<file path="src/rtl/checkers_row_in_pio.sv">
// Avalon-MM parallel input port for one row of the checkers board.
// Each of the 32 input bits is synchronized, edge-detected and latched
// into a sticky edge-capture register that can raise a masked interrupt.
module checkers_row_in_pio #(
    parameter int          EDGE_TYPE      = 0,      // 0 = rising, 1 = falling, 2 = any edge
    parameter logic [31:0] IRQ_MASK_RESET = 32'h0
) (
    input  logic        clk,
    input  logic        reset_n,
    input  logic [2:0]  address,
    input  logic        chipselect,
    input  logic        write_n,
    input  logic [31:0] writedata,
    input  logic [31:0] in_port,
    output logic [31:0] readdata,
    output logic        irq
);

    // Register map word addresses; anything else reads as zero.
    typedef enum logic [2:0] {
        ADDR_DATA = 3'd0,
        ADDR_MASK = 3'd2,
        ADDR_EDGE = 3'd3
    } reg_addr_e;

    // Synchronizer chain and history flop.
    logic [31:0] sync1_q, sync1_d;
    logic [31:0] sync2_q, sync2_d;
    logic [31:0] sync3_q, sync3_d;

    // Programmer-visible state.
    logic [31:0] irq_mask_q, irq_mask_d;
    logic [31:0] edge_capture_q, edge_capture_d;
    logic [31:0] readdata_q, readdata_d;

    // Decoded bus strobes and per-bit edge events.
    logic        wr_en;
    logic        mask_we;
    logic        edge_we;
    logic [31:0] edge_bits;
    logic [31:0] clear_bits;

    // Bus write decode: single-cycle, no wait states.
    always_comb begin
        wr_en   = chipselect & ~write_n;
        mask_we = wr_en && (address == ADDR_MASK);
        edge_we = wr_en && (address == ADDR_EDGE);
    end

    // Synchronizer shifts in_port through two flops, then keeps one cycle of history.
    always_comb begin
        sync1_d = in_port;
        sync2_d = sync1_q;
        sync3_d = sync2_q;
    end

    // Per-bit edge detection between the synchronized value and its history.
    always_comb begin
        // NOTE: every combinational output is given a default first so no path leaves it unassigned and a latch cannot be inferred.
        edge_bits = '0;
        if (EDGE_TYPE == 0) begin
            edge_bits = sync2_q & ~sync3_q;
        end else if (EDGE_TYPE == 1) begin
            edge_bits = ~sync2_q & sync3_q;
        end else begin
            edge_bits = sync2_q ^ sync3_q;
        end
    end

    // Mask register loads the full write word on a write to its address.
    always_comb begin
        irq_mask_d = irq_mask_q;
        if (mask_we) begin
            irq_mask_d = writedata;
        end
    end

    // Sticky edge capture: write-one-to-clear, with a new edge overriding a same-cycle clear.
    always_comb begin
        clear_bits     = edge_we ? writedata : 32'h0;
        edge_capture_d = (edge_capture_q & ~clear_bits) | edge_bits;
    end

    // Read mux is registered every cycle regardless of chipselect, giving a fixed one-cycle latency.
    always_comb begin
        readdata_d = 32'h0;
        case (address)
            ADDR_DATA: readdata_d = sync2_q;
            ADDR_MASK: readdata_d = irq_mask_q;
            ADDR_EDGE: readdata_d = edge_capture_q;
            default:   readdata_d = 32'h0;
        endcase
    end

    // State registers with asynchronous active-low reset.
    always_ff @(posedge clk or negedge reset_n) begin
        if (!reset_n) begin
            // NOTE: reset is asynchronous so the capture state and interrupt drop without a running clock.
            sync1_q        <= 32'h0;
            sync2_q        <= 32'h0;
            sync3_q        <= 32'h0;
            irq_mask_q     <= IRQ_MASK_RESET;
            edge_capture_q <= 32'h0;
            readdata_q     <= 32'h0;
        end else begin
            // NOTE: non-blocking assignments let every flop sample the pre-edge value, which keeps the synchronizer a true shift chain.
            sync1_q        <= sync1_d;
            sync2_q        <= sync2_d;
            sync3_q        <= sync3_d;
            irq_mask_q     <= irq_mask_d;
            edge_capture_q <= edge_capture_d;
            readdata_q     <= readdata_d;
        end
    end

    // Outputs: registered read data and a level interrupt straight from registered state.
    always_comb begin
        readdata = readdata_q;
        irq      = |(edge_capture_q & irq_mask_q);
    end

endmodule

</file>
<file path="config.mk">
export PLATFORM = sky130hd
export DESIGN_NAME = checkers_row_in_pio
export DESIGN_NICKNAME = d
export VERILOG_FILES = /design/src/rtl/checkers_row_in_pio.sv
export SDC_FILE = /design/constraint.sdc
export NUM_CORES = 1
export LEC_CHECK = 0
export CAP_MARGIN = 20
export CORE_MARGIN = 3
export CORE_UTILIZATION = 30
export DETAILED_ROUTE_END_ITERATION = 16
export DONT_BUFFER_PORTS = 1
export GPL_TIMING_DRIVEN = 0
export PLACE_DENSITY = 0.42
export SKIP_LAST_GASP = 1
export SLEW_MARGIN = 20
export SYNTH_ARGS = -nofsm -noshare
export SYNTH_HDL_FRONTEND = slang
export SYNTH_SLANG_ARGS = --single-unit
</file>
<file path="constraint.sdc">
create_clock -name clk -period 2.81 [get_ports clk]
set_input_delay 0.562 -clock clk [delete_from_list [all_inputs] [get_ports clk]]
set_output_delay 0.562 -clock clk [all_outputs]
set_load 0.05 [all_outputs]
</file>
==> out/metrics.csv <==
metric;value;unit
crit path cell chain;a22oi_1, nand4_1, or4_4;
Die W;157;µm
root buffer cell;clkbuf_16;
CTS Buffer Depth;2;
max incr delay on CP;0.66;ns
HP Class;input port to async pin;
met2 Use GR;24.0;%
busiest grt layer;met2;
vias in the first global route;4242;
hpwl dp;11300;µm
routed wire length;17600;µm
Worst Path Arrival;2.08;ns
Achievable Freq;0.379;GHz
I/O pins;104;
Synth warnings;0;
WL/cell;22.6;µm
Critical Path Start;edge_capture_q[13]$_DFF_PN0_;
CP required;2.25;ns
gr usage total;14.8;%
top post-synthesis cells by area;dfrtp_1 70%, mux2_4 6.5%, mux2i_1 4.7%;
Final min period;2.64;ns
cells after synthesis;465;
gpl congestion;0.754;
CP max-delay cell;or4_4;
met1 GRT Util;18.6;%
worst-skew pair later-pin latency;0.43;ns
grt ovf;0;
Hold Vio Cnt, Final;192;
row count;54;
Stages on worst setup path;3;
pwr/cell area;795;mW/mm²
nets@finish;555;
Buffers on Ports;0;
Design Power;6.22;mW
fin crit share;93.9;%
drt initial violations;238;
Die H;157;µm
syn_area_per_cell;14.8;µm²
share of cells above drive strength 1;16.3;%
Detail Route Antenna Nets;0;
Die Area;0.0248;mm²
reg2reg setup slack;1.80;ns
failing checks;negative hold slack;
Synth area leader;dfrtp_1;
initial antenna violation count;0;
CP Class;register to output port;
R2R cell count;3;
first-pass GRT wire length;26800;µm
Max Slew Vio Count;0;
smallest hold slack;-0.169;ns
drt drc;0;
setup TNS;0;ns
Synth Register Bits;192;
CP Max Fanout;3;
Reg clk slew, reported paths;0.07;ns
Critical Path Sink Type;output port;
core area;0.0222;mm²
H-tree depth;4;
via count of the routed design;3795;
final setup violating endpoints;0;
Initial Util;31.0;%
clock tree sinks;192;
CP top delay family;simple AND/OR/NAND/NOR gates;
worst flop-to-flop path startpoint;irq_mask_q[22]$_DFFE_PN0P_;
Detailed Routing Iterations Pass 1;5;
startpoint types;register;
synthesized area;0.00688;mm²
library cells used by synthesis;19;
reg2reg end;readdata[22]$_DFF_PN0_;
slew margin rel.;48.5;%
largest net degree at the start of global routing;193;
Max-cap violations;0;
worst path buffer plus inverter count;0;
measured slew at the worst slew-check pin;0.772;ns
sequential share of the synthesized area;69.9;%
Synthesized Nets;536;
Num CTS Buffers;17;
outcome;finished with violations;
ant diodes;0;
post-DR vias/cell;4.88;
CTS tree;built;
Setup crit end;irq;
Layout area overhead;13.8;%
FILL cells;2109;
Final Skew;0.0112;ns
GR Util met3;5.77;%
RSZ-0062 raised after global routing;false;
VDD IR-drop max;342;µV
Synth top area share;69.9;%
static leakage;3.70;nW
==> flip-flops by register name, indices dropped and copies added, names as in the netlist <==
signal          flops
readdata           32
sync2_q            32
irq_mask_q         32
sync3_q            32
edge_capture_q     32
sync1_q            32
==> metal layers <==
layer | wire length [µm] | vias to the layer above | part of all wire (%)
met5 | 0 | - | 0
met4 | 199 | 0 | 1.1
met3 | 1440 | 16 | 8.2
met2 | 8660 | 110 | 49
met1 | 7260 | 2003 | 41
li1 | - | 1666 | -
==> worst register-to-register path, delay by kind of cell (launching register included) <==
family,cells,cell delay (ns)
and+or+nand+nor,1,0.08
AOI/OAI and AO/OA,1,0.22
muxes,1,0.16
DFF,1,0.41
==> worst min-delay path by stage <==
stage / end / startpoint
floorplan: edge_capture_q[0]$_DFF_PN0_ / reset_n
global placement: sync2_q[24]$_DFF_PN0_ / reset_n
detailed placement: readdata[20]$_DFF_PN0_ / reset_n
CTS: sync1_q[5]$_DFF_PN0_ / reset_n
global route: readdata[20]$_DFF_PN0_ / reset_n
finish: readdata[20]$_DFF_PN0_ / reset_n
==> cell families after synthesis <==
| group | synth area share [%] |
|---|---|
| flip-flops | 69.9 |
| AO/OA/AOI/OAI | 9.90 |
| AND/OR/NAND/NOR | 5.08 |
| multiplexers | 11.5 |
| buffers and inverters | 3.64 |
==> layout by cell type, fill, tap and decap left out, types with 2 or more instances in the layout <==
master,synthesis,layout
dfrtp_1,192,192
mux2_4,30,30
buf_2,11,11
a22o_1,32,32
clkbuf_16,0,17
buf_6,3,3
inv_1,32,32
nand4_1,4,4
a22oi_1,16,16
a2bb2oi_1,32,32
clkinv_2,0,2
nand3_1,32,32
bufinv_16,0,2
nor2_1,32,32
inv_6,0,4
clkinv_4,0,5
mux2i_1,32,32
mux2_2,2,2
clkbuf_1,10,10
==> Yosys cell counts <==
master     count
a22oi_1       16
a22o_1        32
buf_6          3
nor3b_4        1
nand3_1       32
clkbuf_1      10
buf_2         11
mux2i_1       32
mux2_4        30
a2bb2oi_1     32
nor2_1        32
nand4_1        4
nand3b_2       1
inv_1         32
dfrtp_1      192
and2_1         1
buf_1          1
mux2_2         2
or4_1          1
==> area by class of cell <==
cell class                 count  area [µm²]  area share (%)
buffer                        25         130            1.66
clock buffer                  18         439            5.61
clock inverter                14         156            2.00
inverter                      32         120            1.53
multi-input combinational    216        1830            23.3
sequential                   192        4800            61.4
tap                          280         350            4.48
==> what timing repair did <==
| action | 4_1_cts | 5_1_grt |
|---|---|---|
| gates resized for setup | 1 | 0 |
| endpoints found under the hold margin | 192 | 192 |
| buffers inserted | 0 | 0 |
| endpoints found under the setup margin | 1 | 0 |
==> power by group <==
group / internal, mW / total, mW / switching, mW
sequential: 2.99 / 3.27 / 0.278
clock: 1.35 / 2.45 / 1.10
combinational: 0.295 / 0.503 / 0.208
==> stage by stage <==
| stage | utilization (%) | setup slack, ns | cells | cell area [µm²] |
|---|---|---|---|---|
| 2_1_floorplan | - | 0.838 | 465 | 6880 |
| 3_3_place_gp | 32.6 | 0.394 | 745 | 7230 |
| 3_5_place_dp | 32.6 | 0.403 | 745 | 7230 |
| 4_1_cts | 35.3 | 0.0817 | 777 | 7830 |
| 5_1_grt | 35.3 | 0.00614 | 777 | 7830 |
| 6_report | 35.3 | 0.170 | 777 | 7830 |
(Power assumes the default switching activity.)
